File: src/rtl/fir_pkg.sv
// rtl/fir_pkg.sv - shared FIR constants used as parameter defaults
package fir_pkg;

    localparam int unsigned FIR_DATA_W        = 16;
    localparam int unsigned FIR_STROBE_PERIOD = 16;
    localparam int unsigned FIR_FIFO_DEPTH    = 4;

endpackage

File: src/rtl/sync_fifo.sv
// rtl/sync_fifo.sv - single-clock FIFO with registered head and occupancy count
//
// Ports:
//   clk    system clock, posedge
//   reset  asynchronous active-low reset
//   push   write wdata; ignored when full unless pop is also asserted
//   pop    consume the head entry; ignored when empty
//   wdata  entry to write
//   rdata  head entry (0 while empty)
//   level  occupancy 0..DEPTH
//   full   level == DEPTH
//   empty  level == 0
module sync_fifo
    import fir_pkg::*;
#(
    parameter int unsigned DATA_W = FIR_DATA_W,
    parameter int unsigned DEPTH  = FIR_FIFO_DEPTH,
    localparam int unsigned AW    = $clog2(DEPTH),
    localparam int unsigned LW    = AW + 1
) (
    input  logic              clk,
    input  logic              reset,
    input  logic              push,
    input  logic              pop,
    input  logic [DATA_W-1:0] wdata,
    output logic [DATA_W-1:0] rdata,
    output logic [LW-1:0]     level,
    output logic              full,
    output logic              empty
);

    logic [DATA_W-1:0] mem [DEPTH];
    logic [AW-1:0]     wr_ptr;
    logic [AW-1:0]     rd_ptr;
    logic              do_push;
    logic              do_pop;

    assign full  = (level == LW'(DEPTH));
    assign empty = (level == '0);

    // A push into a full FIFO is allowed when the head leaves in the same
    // cycle: the write lands in the slot being vacated (wr_ptr == rd_ptr).
    assign do_pop  = pop & ~empty;
    assign do_push = push & (~full | do_pop);

    // Gate the head so stale memory never shows after reset or a drain.
    assign rdata = empty ? '0 : mem[rd_ptr];

    always_ff @(posedge clk) begin
        if (do_push) begin
            mem[wr_ptr] <= wdata;
        end
    end

    always_ff @(posedge clk or negedge reset) begin
        if (!reset) begin
            wr_ptr <= '0;
            rd_ptr <= '0;
            level  <= '0;
        end else begin
            // Power-of-2 depth lets the pointers wrap by plain overflow.
            if (do_push) begin
                wr_ptr <= wr_ptr + AW'(1);
            end
            if (do_pop) begin
                rd_ptr <= rd_ptr + AW'(1);
            end
            case ({do_push, do_pop})
                2'b10:   level <= level + LW'(1);
                2'b01:   level <= level - LW'(1);
                default: level <= level;
            endcase
        end
    end

endmodule

File: src/rtl/fir_sample_capture.sv
// rtl/fir_sample_capture.sv - captures FIR results on strobe rising edges into a valid/ready FIFO
//
// Optional feature macro: STROBE_CHECK_EN (strobe interval check driving period_err)
//
// Ports:
//   clk         system clock, posedge
//   reset       asynchronous active-low reset
//   strobe_in   sample-enable strobe; each rising edge captures data_in
//   data_in     FIR result, valid while strobe_in is high
//   out_data    FIFO head sample
//   out_valid   FIFO non-empty
//   out_ready   downstream accepts out_data this cycle
//   fill_level  FIFO occupancy 0..DEPTH
//   overflow    sticky: a capture was dropped because the FIFO was full
//   period_err  sticky: a strobe interval differed from PERIOD (0 without STROBE_CHECK_EN)
module fir_sample_capture
    import fir_pkg::*;
#(
    parameter int unsigned DATA_W = FIR_DATA_W,
    parameter int unsigned DEPTH  = FIR_FIFO_DEPTH,
    parameter int unsigned PERIOD = FIR_STROBE_PERIOD,
    localparam int unsigned LW    = $clog2(DEPTH) + 1
) (
    input  logic              clk,
    input  logic              reset,
    input  logic              strobe_in,
    input  logic [DATA_W-1:0] data_in,
    output logic [DATA_W-1:0] out_data,
    output logic              out_valid,
    input  logic              out_ready,
    output logic [LW-1:0]     fill_level,
    output logic              overflow,
    output logic              period_err
);

    logic strobe_d;
    logic cap;
    logic pop;
    logic fifo_full;
    logic fifo_empty;

    // strobe_d clears on reset, so a strobe already high on the first
    // active cycle still counts as an edge.
    always_ff @(posedge clk or negedge reset) begin
        if (!reset) begin
            strobe_d <= 1'b0;
        end else begin
            strobe_d <= strobe_in;
        end
    end

    assign cap       = strobe_in & ~strobe_d;
    assign out_valid = ~fifo_empty;
    assign pop       = out_valid & out_ready;

    sync_fifo #(
        .DATA_W (DATA_W),
        .DEPTH  (DEPTH)
    ) u_fifo (
        .clk   (clk),
        .reset (reset),
        .push  (cap),
        .pop   (pop),
        .wdata (data_in),
        .rdata (out_data),
        .level (fill_level),
        .full  (fifo_full),
        .empty (fifo_empty)
    );

    // A capture is only lost when full and nothing leaves this cycle.
    always_ff @(posedge clk or negedge reset) begin
        if (!reset) begin
            overflow <= 1'b0;
        end else if (cap && fifo_full && !pop) begin
            overflow <= 1'b1;
        end
    end

`ifdef STROBE_CHECK_EN
    localparam int unsigned CW = $clog2(PERIOD) + 1;

    logic [CW-1:0] interval;
    logic          seen_edge;

    // interval holds the number of cycles since the last capture at the
    // moment of the next one: reloaded to 1 on cap, +1 every other cycle.
    always_ff @(posedge clk or negedge reset) begin
        if (!reset) begin
            interval   <= '0;
            seen_edge  <= 1'b0;
            period_err <= 1'b0;
        end else if (cap) begin
            interval  <= CW'(1);
            seen_edge <= 1'b1;
            if (seen_edge && (interval != CW'(PERIOD))) begin
                period_err <= 1'b1;
            end
        end else if (interval != '1) begin
            interval <= interval + CW'(1);
        end
    end
`else
    logic unused_period;

    assign unused_period = (PERIOD != 0);
    assign period_err    = 1'b0;
`endif

endmodule

File: config.mk
export PLATFORM = sky130hd
export DESIGN_NAME = fir_sample_capture
export DESIGN_NICKNAME = d
export VERILOG_FILES = /design/src/rtl/fir_pkg.sv /design/src/rtl/sync_fifo.sv /design/src/rtl/fir_sample_capture.sv
export SDC_FILE = /design/constraint.sdc
export NUM_CORES = 1
export LEC_CHECK = 0
export BUFFER_PORTS_ARGS = -buffer_cell sky130_fd_sc_hd__buf_4
export CORE_MARGIN = 5
export CORE_UTILIZATION = 53
export CTS_BUF_LIST = sky130_fd_sc_hd__clkbuf_4 sky130_fd_sc_hd__clkbuf_8
export DETAILED_ROUTE_END_ITERATION = 7
export GPL_ROUTABILITY_DRIVEN = 0
export HOLD_SLACK_MARGIN = 0.12
export PLACE_DENSITY = 0.78
export SYNTH_ARGS = -nofsm -noshare
export SYNTH_HDL_FRONTEND = slang
export SYNTH_SLANG_ARGS = --single-unit
export TNS_END_PERCENT = 1
File: constraint.sdc
create_clock -name clk -period 2.05 [get_ports clk]
set_input_delay 0 -clock clk [delete_from_list [all_inputs] [get_ports clk]]
set_output_delay 0 -clock clk [all_outputs]
set_load 0.02 [all_outputs]
After elaboration in Yosys (flattened, before gate mapping)
Memories as Yosys holds them, arrays and structs flattened.
Cells that the tools add are included.

cells by class
  $add $sub $neg = 4
  equality and inequality tests = 3
  muxes and demuxes = 4
  bitwise gates (word level) = 8
  reductions and logical operators = 5

operator list
  operator                                                            number
  16-bit two-way mux                                                  1
  3-bit one-hot mux with 2 select lines                               1
  2-bit by 1-bit adder with 2-bit output, second input constant       2
  1-bit AND                                                           4
  3-bit by 1-bit adder with 3-bit output, second input constant       1
  3-bit == test, second input constant                                1
  3-bit zero test                                                     1
  1-bit inverter                                                      3
  3-bit by 1-bit subtractor with 3-bit output, second input constant  1
  2-bit by 1-bit == test with 1-bit output, second input constant     1
  2-bit == test, second input constant                                1
  1-bit logical AND                                                   2
  1-bit two-way mux                                                   2
  2-bit nonzero test                                                  1
  1-bit zero test                                                     1
  1-bit bitwise OR                                                    1

storage, ports and cells
  register bits = 9
  memory bits (writable) = 64
  bits of input ports = 20
  word-level logic and storage cells = 30
  memories = 1

memories
  memory      depth  width  rd ports  clocked after Yosys merged registers in  write ports  RTL line         text
  u_fifo.mem  4      16     1         0                                        1            sync_fifo.sv:32  logic [DATA_W-1:0] mem [DEPTH];

Longest topological paths before layout
  depth after elaboration = 8
  depth in mapped cells = 9

Cells and area by module
Synthesis repeated with hierarchy kept, for this count alone.

second synthesis, totals
  cell total of the unflattened synthesis = 149
  area total of the unflattened synthesis = 2951.6 um^2

modules (own cells, without submodules)
  module              instances  cells each  area an instance (um^2)
  sync_fifo           1          140         2854.0
  fir_sample_capture  1          9           97.6

Worst setup path after synthesis
OpenSTA, ideal clock, no wires.

  path kind = reg2reg
  start = reg u_fifo.level[0]
  end = reg u_fifo.level[2]
  setup time = 0.132 ns
  arrival time = 1.944 ns
  required time = 1.918 ns
  setup slack = -0.025 ns
  cell stages (with the launch flop) = 10
  path buffers = 1
  clock period less this slack = 2.075 ns
  path through = dfrtp_1 > or3_1 > buf_2 > and2_1 > ha_1 > inv_1 > fa_1 > xor2_1 > nor2_1 > xor2_1

on the way
  longest elaborated chain between the ends = 8
  elaborated cells between the ends (all ways) = 14
  those cells by class = add/sub (2); eq/ne (3); mux (1); bitwise (6); reduce/logical (2)

ends and longest elaborated chain
  what                                                                         RTL line                                   text
  start, declared                                                              sync_fifo.sv:27                            output logic [LW-1:0] level,
  start signal, assigned                                                       sync_fifo.sv:69                            2'b10: level <= level + LW'(1);
  start signal, assigned                                                       sync_fifo.sv:70                            2'b01: level <= level - LW'(1);
  start signal, assigned                                                       sync_fifo.sv:71                            default: level <= level;
  3-bit zero test *                                                            sync_fifo.sv:39                            assign empty = (level == '0);
  1-bit inverter *                                                             sync_fifo.sv:43, fir_sample_capture.sv:53
  1-bit AND                                                                    fir_sample_capture.sv:54                   assign pop = out_valid & out_ready;
  1-bit AND *                                                                  sync_fifo.sv:43                            assign do_pop = pop & ~empty;
  named net u_fifo.do_pop                                                      sync_fifo.sv:36                            logic do_pop;
  1-bit bitwise OR                                                             sync_fifo.sv:44                            assign do_push = push & (~full | do_pop);
  1-bit AND                                                                    sync_fifo.sv:44
  2-bit by 1-bit == test with 1-bit output or 2-bit == test (tied branches)    sync_fifo.sv:68                            case ({do_push, do_pop})
  3-bit one-hot mux with 2 select lines or 2-bit nonzero test (tied branches)  n/a

Mark *: on every way through the listed nets, which the timed path passes. The rest lies on a longest branch.
A chain may end at the register's enable or synchronous reset.

Worst setup path in the final report
Ends and elaborated chain as after synthesis.

==> impl_metrics.yaml <==
placement:
  post-place-ws_ns: -0.0921
  place_area_um2: 3340
  placedCellCount: 255
  post-dp-hpwl_mm: 3.37
  io_buffers: 40
clock_network:
  cts_buffers: 9
  tritoncts: "yes"
  cts_max_level: 3
  clockBufferDepth: 2
  clock_sinks: 73
  clk_latency_ns: 0.33
  clk_pin_slew_worst_paths_ns: 0.07
  cts_root_buf: "clkbuf_8"
worst_setup_path:
  r2r_end: "u_fifo.level[2]"
  crit_type: "reg -> reg"
  r2r-start: "u_fifo.level[0]"
  r2r_slack_ns: 0.06
  path_buf_inv: 1
  path_cells: "or3_1, and2_1, ha_2, inv_2, fa_2, xor2_1, nor2_1, xor2_1"
  cp.arrival_ns: 2.20
  r2r_cells: 8
  critPathTopFamily: "simple AND/OR/NAND/NOR gates"
  cp_slowest_cell: "dfrtp_2"
  slowest_delay_ns: 0.43
  crit_fanout: 3
  cpMostUsedCell: "xor2_1"
  worstPathRequired_ns: 2.26
  cp_num_cells: 8
  cp-end-kind: "flip-flop"
  start_kind: "flip-flop"
power_and_ir_drop:
  leakage_nw: 1.42
  vdd_drop_max_mv: 0.846
  power_density_nw_per_um2: 1330
timing:
  skew_ns: 0.00780
  finalCritPeriodShare_pct: 97.3
  setup_viol: 0
  clock.fmax_mhz: 501
  layout_setup_ws_ns: 0.0550
  timing_hold_violations_final: 0
  rsz0062_at_grt: "yes"
  worst_hold_slack_ns: 0.336
  slew_viol_final: 0
  period_needed_ns: 1.99
synth:
  yosysSeqAreaShare_pct: 72.4
  yosysWarnings: 0
  avgSynthCellArea_um2: 20.3
  synth_cell_types: 24
  synth_top_family_by_area: "multiplexers"
  ys_seq_elements: 73
  synth_compound_area_share_pct: 0.464
  synth_fa_ha_area_share_pct: 2.79
  synthXorXnorAreaFrac_pct: 1.77
  synth_area_leader_cell: "edfxtp_1"
  yosys-top-cells-area: "edfxtp_1 (65%), dfrtp_1 (7.6%), mux4_1 (7.1%), mux4_2 (6.1%), and2_1 (4.4%)"
  synth_nets: 172
  syn_area_um2: 2960
  yosys.area_share.simple_pct: 5.99
  synth_top_area_share_pct: 64.8
  synthMuxAreaShare_pct: 13.6
  synthCells: 146
worst_hold_path:
  worstHoldStart: "strobe_in"
  worstHoldPathType: "in -> reg"
  hold_end: "strobe_d"
  hold_depth: 2
finish:
  final_util_pct: 68.8
  drive_gt1_share_pct: 37.7
  final_cell_area_um2: 3770
  syn_to_final_growth_pct: 27.1
  fillerInstances: 362
  layoutNonFillerInstCount: 295
  antennaDiodeCount: 0
  nets: 244
global_routing:
  antenna_found_initial: 0
  grt_pass1_wl_mm: 8.98
  grt_use_total_pct: 17.1
  grt_max_degree: 19
  overflow: 0
  grt_pass1_vias: 1667
drt:
  first_iter_violations: 93
  vias: 1571
  firstDrtPassIters: 4
  routed_wl_mm: 5.60
  vias_per_cell: 5.33
  wl_per_cell_um: 19.0
  ant_nets: 0
  drc: 0
floorplan:
  die_h_um: 84.8
  dieArea_um2: 7190
  num_rows: 27
  die_w_um: 84.8
  boundaryPins: 42
  initial_core_util_pct: 54.2
  core_um2: 5470
run_status:
  outcome: "finished, final reports clean"
job:
  drv_cap: 0
==> metrics by stage <==
| stage | total power, mW | setup TNS [ns] |
|---|---|---|
| floorplan | 3.27 | 0 |
| global placement | 3.89 | 0 |
| detailed placement | 3.95 | -0.0921 |
| CTS | 5.00 | 0 |
| global route | 5.27 | -0.0664 |
| finish | 5.00 | 0 |
==> kinds of logic (layout without fill, tap and decap cells) <==
kind of cell | after synthesis | in the layout
DFF | 73 | 73
and+or+nand+nor | 27 | 27
muxes | 17 | 17
buffers and inverters | 14 | 91
adders and majority gates | 6 | 6
xor gates and xnor gates | 6 | 6
AOI/OAI and AO/OA | 2 | 2
other | 1 | 1
==> flip-flops by register name, indices dropped and copies added, names as in the netlist <==
signal         count
overflow           1
strobe_d           1
u_fifo.level       3
u_fifo.mem        64
u_fifo.rd_ptr      2
u_fifo.wr_ptr      2
==> layer usage <==
layer  share of wire, %  global-route usage [%]  up-vias
met5                  0                       0        -
met4                2.2                    7.19        0
met3                3.5                    2.94       10
met2                 55                    30.4       48
met1                 39                    20.5      807
li1                   -                       -      706
==> placed cells by master, fill, tap and decap left out, types with 2 or more instances in the layout <==
cell,Yosys,layout
inv_1,7,6
edfxtp_1,64,64
clkbuf_8,0,10
dfrtp_1,9,7
dlygate4sd3_1,0,20
ha_1,5,4
clkbuf_4,0,3
mux4_1,8,8
xnor2_1,3,3
buf_4,1,47
and2_2,0,4
xor2_1,3,3
mux4_2,8,8
and2_1,21,17
dfrtp_2,0,2
==> power by group <==
group	switching [mW]	total, mW	leakage [nW]	internal, mW
Combinational	1.00	2.02	0.636	1.02
Sequential	0.136	1.99	0.684	1.85
Clock	0.483	0.993	0.0953	0.510
==> worst max-delay path by stage <==
| stage | start | endpoint |
|---|---|---|
| after floorplan | u_fifo.level[0] | u_fifo.level[2] |
| after detailed placement | u_fifo.level[0] | u_fifo.level[2] |
| after global routing | u_fifo.level[0] | u_fifo.level[2] |
| after CTS | u_fifo.level[2] | u_fifo.mem[3][12] |
| after global placement | u_fifo.level[2] | u_fifo.mem[0][1] |
| final | u_fifo.level[0] | u_fifo.level[2] |
==> Yosys cell counts, drive strengths merged <==
library cell,n
edfxtp,64
and2,21
mux4,16
dfrtp,9
buf,7
inv,7
ha,5
xnor2,3
xor2,3
a31o,1
conb,1
fa,1
mux2,1
nand2,1
nand3,1
nor2,1
nor3b,1
nor4b,1
o21ai,1
or3,1
==> cell type report <==
| cell class | instances | area [um2] | area share (%) |
|---|---|---|---|
| flip-flops and latches | 73 | 2150 | 57.1 |
| multi-input cells | 59 | 751 | 19.9 |
| repair buffers | 68 | 573 | 15.2 |
| clock buffers | 13 | 160 | 4.25 |
| well taps | 72 | 90.1 | 2.39 |
| inverters | 7 | 26.3 | 0.697 |
| clock inverters | 3 | 17.5 | 0.465 |
==> repair_timing <==
action                                  CTS  global route
hold buffers                             20             0
setup buffers                             3             1
pin swaps                                 4             3
endpoints found under the setup margin   62            66
hold endpoints to repair                 77             0
gates resized for setup                   2             8
Power figures use the tool's default switching activity.
